**src/rtl/bp_be_long_wb_sched_if.sv**
```systemverilog
// ---------------------------------------------------------------------------
// bp_be_long_wb_sched_if
//   Bundles every signal between the long-latency writeback scheduler and the
//   surrounding backend: dispatch issue and hazard check, the long pipe
//   result handshake, main-pipeline write occupancy and the register-file
//   write port. Clock and reset stay outside as plain ports.
//
//   slave  modport : the scheduler (inputs *_i, outputs *_o)
//   master modport : the environment driving the scheduler
// ---------------------------------------------------------------------------
interface bp_be_long_wb_sched_if #(
  parameter int data_width_p     = 65,
  parameter int reg_addr_width_p = 5
);
  // Control / dispatch
  logic                        flush_i;
  logic                        issue_v_i;
  logic [reg_addr_width_p-1:0] issue_rd_addr_i;
  logic                        issue_fp_i;
  logic                        ready_o;

  // Source-operand hazard check
  logic                        chk_rs1_v_i, chk_rs2_v_i, chk_rs3_v_i;
  logic [reg_addr_width_p-1:0] chk_rs1_i, chk_rs2_i, chk_rs3_i;
  logic                        chk_rs1_fp_i, chk_rs2_fp_i, chk_rs3_fp_i;
  logic                        hazard_o;

  // Long pipe result
  logic                        long_v_i;
  logic [data_width_p-1:0]     long_data_i;
  logic [4:0]                  long_fflags_i;
  logic                        long_yumi_o;

  // Main pipeline write-port occupancy and forced stall
  logic                        pipe_int_w_v_i;
  logic                        pipe_fp_w_v_i;
  logic                        stall_o;

  // Register-file write port
  logic                        int_w_v_o;
  logic                        fp_w_v_o;
  logic [reg_addr_width_p-1:0] w_addr_o;
  logic [data_width_p-1:0]     w_data_o;
  logic                        fflags_v_o;
  logic [4:0]                  w_fflags_o;

  modport slave (
    input  flush_i, issue_v_i, issue_rd_addr_i, issue_fp_i,
    input  chk_rs1_v_i, chk_rs2_v_i, chk_rs3_v_i,
    input  chk_rs1_i, chk_rs2_i, chk_rs3_i,
    input  chk_rs1_fp_i, chk_rs2_fp_i, chk_rs3_fp_i,
    input  long_v_i, long_data_i, long_fflags_i,
    input  pipe_int_w_v_i, pipe_fp_w_v_i,
    output ready_o, hazard_o, long_yumi_o, stall_o,
    output int_w_v_o, fp_w_v_o, w_addr_o, w_data_o, fflags_v_o, w_fflags_o
  );

  modport master (
    output flush_i, issue_v_i, issue_rd_addr_i, issue_fp_i,
    output chk_rs1_v_i, chk_rs2_v_i, chk_rs3_v_i,
    output chk_rs1_i, chk_rs2_i, chk_rs3_i,
    output chk_rs1_fp_i, chk_rs2_fp_i, chk_rs3_fp_i,
    output long_v_i, long_data_i, long_fflags_i,
    output pipe_int_w_v_i, pipe_fp_w_v_i,
    input  ready_o, hazard_o, long_yumi_o, stall_o,
    input  int_w_v_o, fp_w_v_o, w_addr_o, w_data_o, fflags_v_o, w_fflags_o
  );
endinterface

```
**src/rtl/bp_be_long_wb_sched.sv**
```systemverilog
// ---------------------------------------------------------------------------
// bp_be_long_wb_sched
//   Sequences the single outstanding long-latency op (int div/rem, FP
//   div/sqrt) against the main pipeline:
//     - tracks the pending destination and flags source hazards to dispatch
//     - holds the completed result and writes it into the int or FP file
//       whenever the main pipeline leaves that port free
//     - after starve_limit_p consecutive denials, spends one cycle in STALL
//       (stall_o=1) so the held result is written unconditionally
//
//   Ports:
//     clk_i     : clock
//     reset_n_i : asynchronous active-low reset
//     bus       : slave side of bp_be_long_wb_sched_if (dispatch, hazard
//                 check, long pipe handshake, pipe occupancy, write port)
// ---------------------------------------------------------------------------
module bp_be_long_wb_sched #(
  parameter int data_width_p     = 65,
  parameter int reg_addr_width_p = 5,
  parameter int starve_limit_p   = 4
) (
  input  logic                  clk_i,
  input  logic                  reset_n_i,
  bp_be_long_wb_sched_if.slave  bus
);

  typedef enum logic [1:0] {
    IDLE  = 2'd0,
    BUSY  = 2'd1,
    HOLD  = 2'd2,
    STALL = 2'd3
  } state_e;

  localparam logic [3:0] STARVE_LIMIT = 4'(starve_limit_p);

  state_e                      r_state;
  logic [3:0]                  r_starve_cnt;
  logic                        r_stall;
  logic [reg_addr_width_p-1:0] r_rd_addr;
  logic                        r_rd_fp;
  logic [data_width_p-1:0]     r_data;
  logic [4:0]                  r_fflags;

  logic                        w_port_free;
  logic                        w_hold_go;
  logic                        w_stall_go;
  logic                        w_wr;
  logic                        w_int_w_v;
  logic                        w_fp_w_v;
  logic [3:0]                  w_starve_inc;
  logic                        w_hit1, w_hit2, w_hit3;
  logic                        w_rd_is_x0;

  // ------------------------------------------------------------------------
  // Write arbitration: the main pipeline owns the port it is using; the held
  // result only goes out when its target port is idle, or in STALL.
  // A flush cycle never writes.
  // ------------------------------------------------------------------------
  assign w_port_free = r_rd_fp ? ~bus.pipe_fp_w_v_i : ~bus.pipe_int_w_v_i;
  assign w_hold_go   = (r_state == HOLD)  & ~bus.flush_i & w_port_free;
  assign w_stall_go  = (r_state == STALL) & ~bus.flush_i;
  assign w_wr        = w_hold_go | w_stall_go;

  // x0 is hardwired zero: the op still retires, but nothing is written.
  assign w_rd_is_x0  = ~r_rd_fp & (r_rd_addr == '0);
  assign w_int_w_v   = w_wr & ~r_rd_fp & ~w_rd_is_x0;
  assign w_fp_w_v    = w_wr &  r_rd_fp;

  assign w_starve_inc = r_starve_cnt + 4'd1;

  // ------------------------------------------------------------------------
  // Hazard: any valid source naming the pending destination in the same
  // file. Integer x0 never hazards, FP f0 does.
  // ------------------------------------------------------------------------
  assign w_hit1 = bus.chk_rs1_v_i & (bus.chk_rs1_i == r_rd_addr) & (bus.chk_rs1_fp_i == r_rd_fp);
  assign w_hit2 = bus.chk_rs2_v_i & (bus.chk_rs2_i == r_rd_addr) & (bus.chk_rs2_fp_i == r_rd_fp);
  assign w_hit3 = bus.chk_rs3_v_i & (bus.chk_rs3_i == r_rd_addr) & (bus.chk_rs3_fp_i == r_rd_fp);

  assign bus.hazard_o    = (r_state != IDLE) & ~w_rd_is_x0 & (w_hit1 | w_hit2 | w_hit3);
  assign bus.ready_o     = (r_state == IDLE);
  // Results are always accepted; those outside BUSY or in a flush are dropped.
  assign bus.long_yumi_o = bus.long_v_i;
  assign bus.stall_o     = r_stall;

  assign bus.int_w_v_o   = w_int_w_v;
  assign bus.fp_w_v_o    = w_fp_w_v;
  assign bus.fflags_v_o  = w_fp_w_v;
  assign bus.w_fflags_o  = r_fflags;
  assign bus.w_addr_o    = (w_int_w_v | w_fp_w_v) ? r_rd_addr : '0;

  // Integer results carry only the low 64 bits; the recoding bit is zeroed.
  always_comb begin
    // NOTE: every always_comb output gets a default first so no path can
    // leave it unassigned and infer a latch.
    bus.w_data_o = '0;
    if (w_fp_w_v)
      bus.w_data_o = r_data;
    else if (w_int_w_v)
      bus.w_data_o = {{(data_width_p-64){1'b0}}, r_data[63:0]};
  end

  // ------------------------------------------------------------------------
  // Control FSM and result hold register.
  // ------------------------------------------------------------------------
  always_ff @(posedge clk_i or negedge reset_n_i) begin
    if (!reset_n_i) begin
      // NOTE: the hold register is a single entry, not an array, so it is
      // reset with everything else; that keeps w_fflags_o at 0 out of reset.
      r_state      <= IDLE;
      r_starve_cnt <= '0;
      r_stall      <= 1'b0;
      r_rd_addr    <= '0;
      r_rd_fp      <= 1'b0;
      r_data       <= '0;
      r_fflags     <= '0;
    end else begin
      // NOTE: state uses non-blocking assignments so every register samples
      // pre-edge values regardless of statement order.
      r_stall <= 1'b0;
      if (bus.flush_i) begin
        r_state      <= IDLE;
        r_starve_cnt <= '0;
        r_rd_addr    <= '0;
        r_rd_fp      <= 1'b0;
        r_data       <= '0;
        r_fflags     <= '0;
      end else begin
        unique case (r_state)
          IDLE: begin
            if (bus.issue_v_i) begin
              r_rd_addr <= bus.issue_rd_addr_i;
              r_rd_fp   <= bus.issue_fp_i;
              r_state   <= BUSY;
            end
          end
          BUSY: begin
            if (bus.long_v_i) begin
              r_data   <= bus.long_data_i;
              r_fflags <= bus.long_fflags_i;
              r_state  <= HOLD;
            end
          end
          HOLD: begin
            if (w_hold_go) begin
              r_starve_cnt <= '0;
              r_state      <= IDLE;
            end else begin
              r_starve_cnt <= w_starve_inc;
              if (w_starve_inc == STARVE_LIMIT) begin
                r_state <= STALL;
                r_stall <= 1'b1;
              end
            end
          end
          STALL: begin
            r_starve_cnt <= '0;
            r_state      <= IDLE;
          end
          default: r_state <= IDLE;
        endcase
      end
    end
  end

  // ------------------------------------------------------------------------
  // Protocol checks on the environment.
  // ------------------------------------------------------------------------
  a_no_issue_when_busy : assert property (
    @(posedge clk_i) disable iff (!reset_n_i)
      !(bus.issue_v_i && !bus.flush_i && r_state != IDLE));

  a_no_pipe_write_in_stall : assert property (
    @(posedge clk_i) disable iff (!reset_n_i)
      !(r_state == STALL && !bus.flush_i && (bus.pipe_int_w_v_i || bus.pipe_fp_w_v_i)));

endmodule

```
**src/flat_wrapper.sv**
```systemverilog
// flat-port wrapper written by rule: the top's interface ports become plain ports
module bp_be_long_wb_sched_flat 
#(
  parameter int data_width_p     = 65,
  parameter int reg_addr_width_p = 5,
  parameter int starve_limit_p   = 4
)
  (clk_i, reset_n_i, bus_flush_i, bus_issue_v_i, bus_issue_rd_addr_i, bus_issue_fp_i, bus_chk_rs1_v_i, bus_chk_rs2_v_i, bus_chk_rs3_v_i, bus_chk_rs1_i, bus_chk_rs2_i, bus_chk_rs3_i, bus_chk_rs1_fp_i, bus_chk_rs2_fp_i, bus_chk_rs3_fp_i, bus_long_v_i, bus_long_data_i, bus_long_fflags_i, bus_pipe_int_w_v_i, bus_pipe_fp_w_v_i, bus_ready_o, bus_hazard_o, bus_long_yumi_o, bus_stall_o, bus_int_w_v_o, bus_fp_w_v_o, bus_w_addr_o, bus_w_data_o, bus_fflags_v_o, bus_w_fflags_o);
  bp_be_long_wb_sched_if #(.data_width_p(data_width_p), .reg_addr_width_p(reg_addr_width_p)) bus_i ();
  input  logic clk_i;
  input  logic reset_n_i;
  input wire logic [$bits(bus_i.flush_i)-1:0] bus_flush_i;
  input wire logic [$bits(bus_i.issue_v_i)-1:0] bus_issue_v_i;
  input wire logic [$bits(bus_i.issue_rd_addr_i)-1:0] bus_issue_rd_addr_i;
  input wire logic [$bits(bus_i.issue_fp_i)-1:0] bus_issue_fp_i;
  input wire logic [$bits(bus_i.chk_rs1_v_i)-1:0] bus_chk_rs1_v_i;
  input wire logic [$bits(bus_i.chk_rs2_v_i)-1:0] bus_chk_rs2_v_i;
  input wire logic [$bits(bus_i.chk_rs3_v_i)-1:0] bus_chk_rs3_v_i;
  input wire logic [$bits(bus_i.chk_rs1_i)-1:0] bus_chk_rs1_i;
  input wire logic [$bits(bus_i.chk_rs2_i)-1:0] bus_chk_rs2_i;
  input wire logic [$bits(bus_i.chk_rs3_i)-1:0] bus_chk_rs3_i;
  input wire logic [$bits(bus_i.chk_rs1_fp_i)-1:0] bus_chk_rs1_fp_i;
  input wire logic [$bits(bus_i.chk_rs2_fp_i)-1:0] bus_chk_rs2_fp_i;
  input wire logic [$bits(bus_i.chk_rs3_fp_i)-1:0] bus_chk_rs3_fp_i;
  input wire logic [$bits(bus_i.long_v_i)-1:0] bus_long_v_i;
  input wire logic [$bits(bus_i.long_data_i)-1:0] bus_long_data_i;
  input wire logic [$bits(bus_i.long_fflags_i)-1:0] bus_long_fflags_i;
  input wire logic [$bits(bus_i.pipe_int_w_v_i)-1:0] bus_pipe_int_w_v_i;
  input wire logic [$bits(bus_i.pipe_fp_w_v_i)-1:0] bus_pipe_fp_w_v_i;
  output wire logic [$bits(bus_i.ready_o)-1:0] bus_ready_o;
  output wire logic [$bits(bus_i.hazard_o)-1:0] bus_hazard_o;
  output wire logic [$bits(bus_i.long_yumi_o)-1:0] bus_long_yumi_o;
  output wire logic [$bits(bus_i.stall_o)-1:0] bus_stall_o;
  output wire logic [$bits(bus_i.int_w_v_o)-1:0] bus_int_w_v_o;
  output wire logic [$bits(bus_i.fp_w_v_o)-1:0] bus_fp_w_v_o;
  output wire logic [$bits(bus_i.w_addr_o)-1:0] bus_w_addr_o;
  output wire logic [$bits(bus_i.w_data_o)-1:0] bus_w_data_o;
  output wire logic [$bits(bus_i.fflags_v_o)-1:0] bus_fflags_v_o;
  output wire logic [$bits(bus_i.w_fflags_o)-1:0] bus_w_fflags_o;
  assign bus_i.flush_i = bus_flush_i;
  assign bus_i.issue_v_i = bus_issue_v_i;
  assign bus_i.issue_rd_addr_i = bus_issue_rd_addr_i;
  assign bus_i.issue_fp_i = bus_issue_fp_i;
  assign bus_i.chk_rs1_v_i = bus_chk_rs1_v_i;
  assign bus_i.chk_rs2_v_i = bus_chk_rs2_v_i;
  assign bus_i.chk_rs3_v_i = bus_chk_rs3_v_i;
  assign bus_i.chk_rs1_i = bus_chk_rs1_i;
  assign bus_i.chk_rs2_i = bus_chk_rs2_i;
  assign bus_i.chk_rs3_i = bus_chk_rs3_i;
  assign bus_i.chk_rs1_fp_i = bus_chk_rs1_fp_i;
  assign bus_i.chk_rs2_fp_i = bus_chk_rs2_fp_i;
  assign bus_i.chk_rs3_fp_i = bus_chk_rs3_fp_i;
  assign bus_i.long_v_i = bus_long_v_i;
  assign bus_i.long_data_i = bus_long_data_i;
  assign bus_i.long_fflags_i = bus_long_fflags_i;
  assign bus_i.pipe_int_w_v_i = bus_pipe_int_w_v_i;
  assign bus_i.pipe_fp_w_v_i = bus_pipe_fp_w_v_i;
  assign bus_ready_o = bus_i.ready_o;
  assign bus_hazard_o = bus_i.hazard_o;
  assign bus_long_yumi_o = bus_i.long_yumi_o;
  assign bus_stall_o = bus_i.stall_o;
  assign bus_int_w_v_o = bus_i.int_w_v_o;
  assign bus_fp_w_v_o = bus_i.fp_w_v_o;
  assign bus_w_addr_o = bus_i.w_addr_o;
  assign bus_w_data_o = bus_i.w_data_o;
  assign bus_fflags_v_o = bus_i.fflags_v_o;
  assign bus_w_fflags_o = bus_i.w_fflags_o;
  bp_be_long_wb_sched #(.data_width_p(data_width_p), .reg_addr_width_p(reg_addr_width_p), .starve_limit_p(starve_limit_p)) u_core (.clk_i(clk_i), .reset_n_i(reset_n_i), .bus(bus_i));
endmodule
```
**config.mk**
```make
export PLATFORM = sky130hd
export DESIGN_NAME = bp_be_long_wb_sched_flat
export DESIGN_NICKNAME = d
export VERILOG_FILES = /design/src/rtl/bp_be_long_wb_sched_if.sv /design/src/rtl/bp_be_long_wb_sched.sv /design/src/flat_wrapper.sv
export SDC_FILE = /design/constraint.sdc
export NUM_CORES = 1
export LEC_CHECK = 0
export ABC_AREA = 1
export BUFFER_PORTS_ARGS = -buffer_cell sky130_fd_sc_hd__buf_2
export CAP_MARGIN = 20
export CORE_MARGIN = 8
export CORE_UTILIZATION = 25
export DETAILED_ROUTE_END_ITERATION = 10
export MAX_ROUTING_LAYER = met4
export PLACE_DENSITY = 0.53
export SETUP_SLACK_MARGIN = 0.02
export SLEW_MARGIN = 40
export SYNTH_ARGS = -nofsm -noshare
export SYNTH_HDL_FRONTEND = slang
export SYNTH_SLANG_ARGS = --single-unit
```
**constraint.sdc**
```tcl
create_clock -name clk_i -period 4.5 [get_ports clk_i]
set_clock_uncertainty 0.05 [all_clocks]
set_input_delay 0.9 -clock clk_i [delete_from_list [all_inputs] [get_ports clk_i]]
set_output_delay 0.9 -clock clk_i [all_outputs]
set_load 0.02 [all_outputs]
```
==> run summary, run 1 <==
outcome: complete, no violations
vias in the first global route: 4258
critical path class: flip-flop to primary output
arrival time at the worst endpoint: 2620 ps
Nets: 834
Max Cap Viol: 0
Syn Std Cell Area: 0.00422 sq mm
Starting Density: 0.255
count of state elements after synthesis: 83
WL/cell: 14.0 um
DR iter-0 viols: 174
DRC: 0
gpl congestion: 0.819
commonest non-fill, non-tap cell in the layout: buf_2
Antenna Nets Post-Route: 0
I/O Buffers: 185
Die X: 146 um
cell area after layout: 0.00561 sq mm
Critical Path Fanout Max: 39
achievable frequency: 0.280 GHz
Peak VDD IR: 0.000156 V
largest net degree at the start of global routing: 60
antenna cells: 0
Min-Delay Path Class: flip-flop to flip-flop
CTS HTree Levels: 3
Critical Path Source Type: flip-flop
RSZ-0062 raised after global routing: no
Seq/Total Area, Yosys: 0.493
CTS root buffer: clkbuf_16
Worst Tran Pin Value: 683 ps
Placed Area: 0.00532 sq mm
TritonCTS Buffers: 9
total track usage: 0.131
Setup crit end kind: primary output
gr ovfl total: 0
dpl hpwl: 9.74 mm
power density over the cells: 373 mW/mm^2
core area: 0.0165 sq mm
Die Area: 0.0213 sq mm
Warnings, synthesis: 0
TritonCTS clock tree: built
Worst slew margin: 0.543
Clock Path Buffers: 2
height of the die: 146 um
crit path time final: 3570 ps
Final Setup Violations: 0
Detailed Route WL: 13.3 mm
Top Ports: 186
area grow syn2layout: 33.0%
initial antenna violation count: 0
Clock Latency Late Sink: 340 ps
commonest non-fill, non-tap cells in the layout: buf_2 (184), inv_1 (105), nand3_1 (86), dfrtp_1 (83), nor2_1 (73)
multi-input combinational cell area: 0.00158 sq mm
Fill cells: 1802
CTS Sinks: 83
number of vias in the routed layout: 4056
Critical Path RT: 3550 ps
power consumption: 2.09 mW
layout cell share with drive strength beyond 1: 0.306
Post-CTS Setup Inserts: 0
synth unique cells: 26
# hold bufs at CTS: 0
Via density: 4.26
fin crit share: 0.793
Avg Synthesized Cell Area: 7.57 sq um
final slew viol count: 0
P_leak: 2.90 nW
CTS-repair resized insts: 0
Cells after Synth: 557
Setup Total Neg Slack: 0 ps
Clk pin slew, worst setup/hold paths: 60 ps
Final Hold Viols: 0
Pre-antenna DRT Iters: 4
syn nets: 663
sequential standard cell area: 0.00208 sq mm
floorplan row count: 47
first-pass GRT wire length: 22.0 mm
-- registers in the layout, summed over array words and instances (netlist names) --
signal                 flops
u_core.bus.w_fflags_o      5
u_core.r_state             2
u_core.r_rd_fp             1
u_core.bus.stall_o         1
u_core.r_rd_addr           5
u_core.r_data             65
u_core.r_starve_cnt        4
-- cell type report --
type / instances / share of cell area
clock inverter: 3 / 0.00714
timing repair buffer: 192 / 0.177
clock buffer: 11 / 0.0433
tap: 220 / 0.0491
sequential: 83 / 0.370
inverter: 108 / 0.0723
multi-input combinational: 334 / 0.281
-- synth_stat cells, drive strengths merged --
cell	count	area, sq um
nor2	84	343
nor3	3	15.0
ha	2	25.0
a21oi	1	5.00
or2	1	8.76
nand3b	1	7.51
o21ai	86	449
a21boi	1	7.51
xor2	1	8.76
and3	1	6.26
xnor2	1	8.76
inv	108	405
nand3	86	430
dfrtp	83	2080
clkbuf	11	41.3
a22o	1	8.76
buf	21	123
nand2	65	246
-- power by group --
part / switching (mW) / leakage (nW) / total (mW) / internal (mW)
sequential: 0.0373 / 1.14 / 0.875 / 0.838
combinational: 0.339 / 1.62 / 0.488 / 0.149
clock: 0.290 / 0.141 / 0.727 / 0.437
total: 0.666 / 2.90 / 2.09 / 1.42
-- per-stage QoR --
step	instances	hold slack [ps]	setup WS (ps)	utilization
6_report	951	464	932	0.339
5_1_grt	951	492	632	0.339
4_1_cts	951	469	856	0.339
3_5_place_dp	937	455	944	0.322
3_3_place_gp	936	445	1020	0.321
2_1_floorplan	557	422	1780	-
-- routing by layer --
layer	vias up	routed length, um	track usage
li1	2063	-	-
met1	1843	6380	0.156
met2	135	5960	0.204
met3	15	771	0.0361
met4	0	228	0.0547
met5	-	0	-
-- cell families (layout without fill, tap and decap cells) --
group | Yosys count | count (layout) | share of synthesized area
buf+inv | 140 | 314 | 0.135
fa+ha+maj | 2 | 2 | 0.00593
xor+xnor | 2 | 2 | 0.00416
flops | 83 | 83 | 0.493
compound gates | 89 | 89 | 0.112
simple gates | 241 | 241 | 0.251
-- worst paths after layout --
path | start | end | slack (ps) | cells after the start
max in group asynchronous | reset_n_i | u_core.r_data[17]$_DFFE_PN0P_ | 3150 | 2
min reg2reg | u_core.r_starve_cnt[3]$_DFFE_PN0P_ | u_core.r_starve_cnt[3]$_DFFE_PN0P_ | 460 | 2
min in group asynchronous | reset_n_i | u_core.r_data[45]$_DFFE_PN0P_ | 480 | 1
min | u_core.r_starve_cnt[3]$_DFFE_PN0P_ | u_core.r_starve_cnt[3]$_DFFE_PN0P_ | 460 | 2
max reg2reg | u_core.r_state[1]$_DFFE_PN0P_ | u_core.bus.w_fflags_o[1]$_DFFE_PN0P_ | 2440 | 5
max | u_core.r_rd_fp$_DFFE_PN0P_ | bus_w_data_o[56] | 930 | 8
-- critical path, cell delays in order, from the launching register on --
cell and delay (ps):
dfrtp_1 420, inv_2 150, nand2_1 70, nor3_1 130, nand3_1 170, nand2_2 560
buf_4 500, nor2_1 80, buf_2 170
(Power assumes the default switching activity.)
==> run 2: changes to the inputs <==
==> constraint.sdc (replaced) <==
create_clock -name clk_i -period 3.55 [get_ports clk_i]
set_clock_uncertainty 0.05 [all_clocks]
set_input_delay 0.71 -clock clk_i [delete_from_list [all_inputs] [get_ports clk_i]]
set_output_delay 0.71 -clock clk_i [all_outputs]
set_load 0.02 [all_outputs]
==> run summary, run 2 (synthesis gave the netlist of run 1 again) <==
FF-to-FF setup slack: 1810 ps (was 2440 ps)
R2R cell count: 5 (unchanged)
Clock Latency Late Sink: 330 ps (was 340 ps)
Critical Path RT: 2790 ps (was 3550 ps)
Min-Delay Path Class: primary input to asynchronous set/reset pin (was flip-flop to flip-flop)
CTS HTree Levels: 3 (unchanged)
final slew viol count: 0 (unchanged)
Die X: 146 um (unchanged)
CTS-repair resized insts: 0 (unchanged)
Setup crit end kind: primary output (unchanged)
Critical Path Source Type: flip-flop (unchanged)
Worst Tran Pin Value: 751 ps (was 683 ps)
Place WS: 960 ps (was 944 ps)
Die Area: 0.0213 sq mm (unchanged)
# hold bufs at CTS: 0 (unchanged)
CTS root buffer: clkbuf_16 (unchanged)
Worst Setup EP: bus_w_data_o[49] (was bus_w_data_o[56])
clock network power share: 0.348 (about the same)
DR iter-0 viols: 153 (was 174)
CTS Sinks: 83 (unchanged)
commonest non-fill, non-tap cells in the layout: buf_2 (184), inv_1 (105), nand3_1 (86), dfrtp_1 (83), nor2_1 (73) (unchanged)
Combinational Power Share: 0.235 (was 0.234)
power density over the cells: 472 mW/mm^2 (was 373 mW/mm^2)
total track usage: 0.129 (was 0.131)
Final WS setup: 732 ps (was 932 ps)
dpl hpwl: 9.66 mm (was 9.74 mm)
Crit-path slowest cell: dfrtp_1 (was nand2_2)
max incr delay on CP: 420 ps (was 560 ps)
TritonCTS Buffers: 9 (unchanged)
Detailed Route WL: 13.2 mm (was 13.3 mm)
RSZ-0062 raised after global routing: no (unchanged)
crit path time final: 2820 ps
critical path class: flip-flop to primary output (unchanged)
Post-CTS Setup Inserts: 0 (unchanged)
part of the power in registers: 0.417 (was 0.419)
gpl congestion: 0.793 (was 0.819)
layout cell share with drive strength beyond 1: 0.309 (was 0.306)
floorplan row count: 47 (unchanged)
Setup Total Neg Slack: 0 ps (unchanged)
DRC: 0 (unchanged)
Starting Density: 0.255 (unchanged)
Pre-antenna DRT Iters: 4 (unchanged)
RR Endpoint: u_core.r_data[56]$_DFFE_PN0P_ (was u_core.bus.w_fflags_o[1]$_DFFE_PN0P_)
P_leak: 2.91 nW (was 2.90 nW)
initial antenna violation count: 1 (was 0)
CP cell instances: inv_2, nand2_1, nor3_1, nand3_1, nand2_2, buf_4, nor2_1, buf_2 (unchanged)
achievable frequency: 0.355 GHz
Top Ports: 186 (unchanged)
Max Cap Viol: 0 (unchanged)
arrival time at the worst endpoint: 2060 ps (was 2620 ps)
P_sw: 860 uW (was 666 uW)
Worst slew margin: 0.496 (was 0.543)
largest net degree at the start of global routing: 60 (unchanged)
Power Internal: 1.80 mW (was 1.42 mW)
Peak VDD IR: 0.000252 V (was 0.000156 V)
outcome: complete, no violations (unchanged)
first-pass GRT wire length: 21.9 mm (was 22.0 mm)
switch share: 0.323 (was 0.319)
Worst setup startpoint: u_core.r_rd_fp$_DFFE_PN0P_ (unchanged)
Antenna Nets Post-Route: 0 (unchanged)
fin crit share: 0.794
Clk pin slew, worst setup/hold paths: 60 ps (about the same)
height of the die: 146 um (unchanged)
Critical Path Fanout Max: 39 (unchanged)
I/O Buffers: 185 (unchanged)
Via density: 4.27 (was 4.26)
area grow syn2layout: 33.8% (was 33.0%)
Final Hold Viols: 0 (unchanged)
core area: 0.0165 sq mm (unchanged)
RR Startpoint: u_core.r_state[1]$_DFFE_PN0P_ (unchanged)
Clock Path Buffers: 2 (unchanged)
WL/cell: 13.9 um (was 14.0 um)
number of vias in the routed layout: 4079 (was 4056)
Nets: 835 (was 834)
TritonCTS clock tree: built (unchanged)
commonest non-fill, non-tap cell in the layout: buf_2 (unchanged)
most flop-heavy register: u_core.r_data (unchanged)
gr ovfl total: 0 (unchanged)
Largest register FFs: 65 (unchanged)
Final Setup Violations: 0 (unchanged)
vias in the first global route: 4204 (was 4258)
-- run 2: area by class of cell --
class / count / area [sq um]
Inverter: 108 / 405
Multi-Input combinational cell: 334 / 1580
Antenna cell: 1 / 2.50
Timing Repair Buffer: 193 / 1010
Fill cell: 1808 / 10900
Tap cell: 220 / 275
Clock buffer: 10 / 229
Clock inverter: 6 / 63.8
Sequential cell: 83 / 2080
-- run 2: layer usage --
| metal | GRT usage | part of all wire | vias up |
|---|---|---|---|
| li1 | - | - | 2070 |
| met1 | 0.159 | 0.46 | 1852 |
| met2 | 0.199 | 0.45 | 143 |
| met3 | 0.0420 | 0.069 | 14 |
| met4 | 0.0375 | 0.014 | 0 |
| met5 | - | 0 | - |
-- run 2: power groups by stage --
stage	sequential, mW	clock (mW)	combinational (mW)
after floorplan	1.12	0	0.405
after global placement	1.12	0	0.638
after detailed placement	1.13	0	0.637
after CTS	1.11	0.971	0.640
after global routing	1.12	1.01	0.713
final	1.11	0.926	0.626
-- run 2: through the flow --
step,util,area (sq um),std cells,power [mW],hold WS (ps)
floorplan,-,4220,557,1.53,364
global placement,0.324,5350,938,1.76,441
detailed placement,0.324,5350,938,1.76,456
CTS,0.341,5640,954,2.72,210
global route,0.341,5640,955,2.85,220
finish,0.341,5640,955,2.66,217
-- run 2: worst min path at each step --
stage,from,end,slack [ps]
floorplan,reset_n_i,u_core.bus.stall_o$_DFF_PN0_,360
global placement,u_core.r_starve_cnt[3]$_DFFE_PN0P_,u_core.r_starve_cnt[3]$_DFFE_PN0P_,440
detailed placement,u_core.r_starve_cnt[3]$_DFFE_PN0P_,u_core.r_starve_cnt[3]$_DFFE_PN0P_,460
CTS,reset_n_i,u_core.bus.w_fflags_o[1]$_DFFE_PN0P_,210
global route,reset_n_i,u_core.r_data[38]$_DFFE_PN0P_,220
finish,reset_n_i,u_core.r_data[38]$_DFFE_PN0P_,220
-- run 2: worst max-delay path, delay by kind of cell (launching register included) --
family	cells	cell delay, ps
flip-flops	1	420
AND/OR/NAND/NOR	5	570
buffers and inverters	3	710
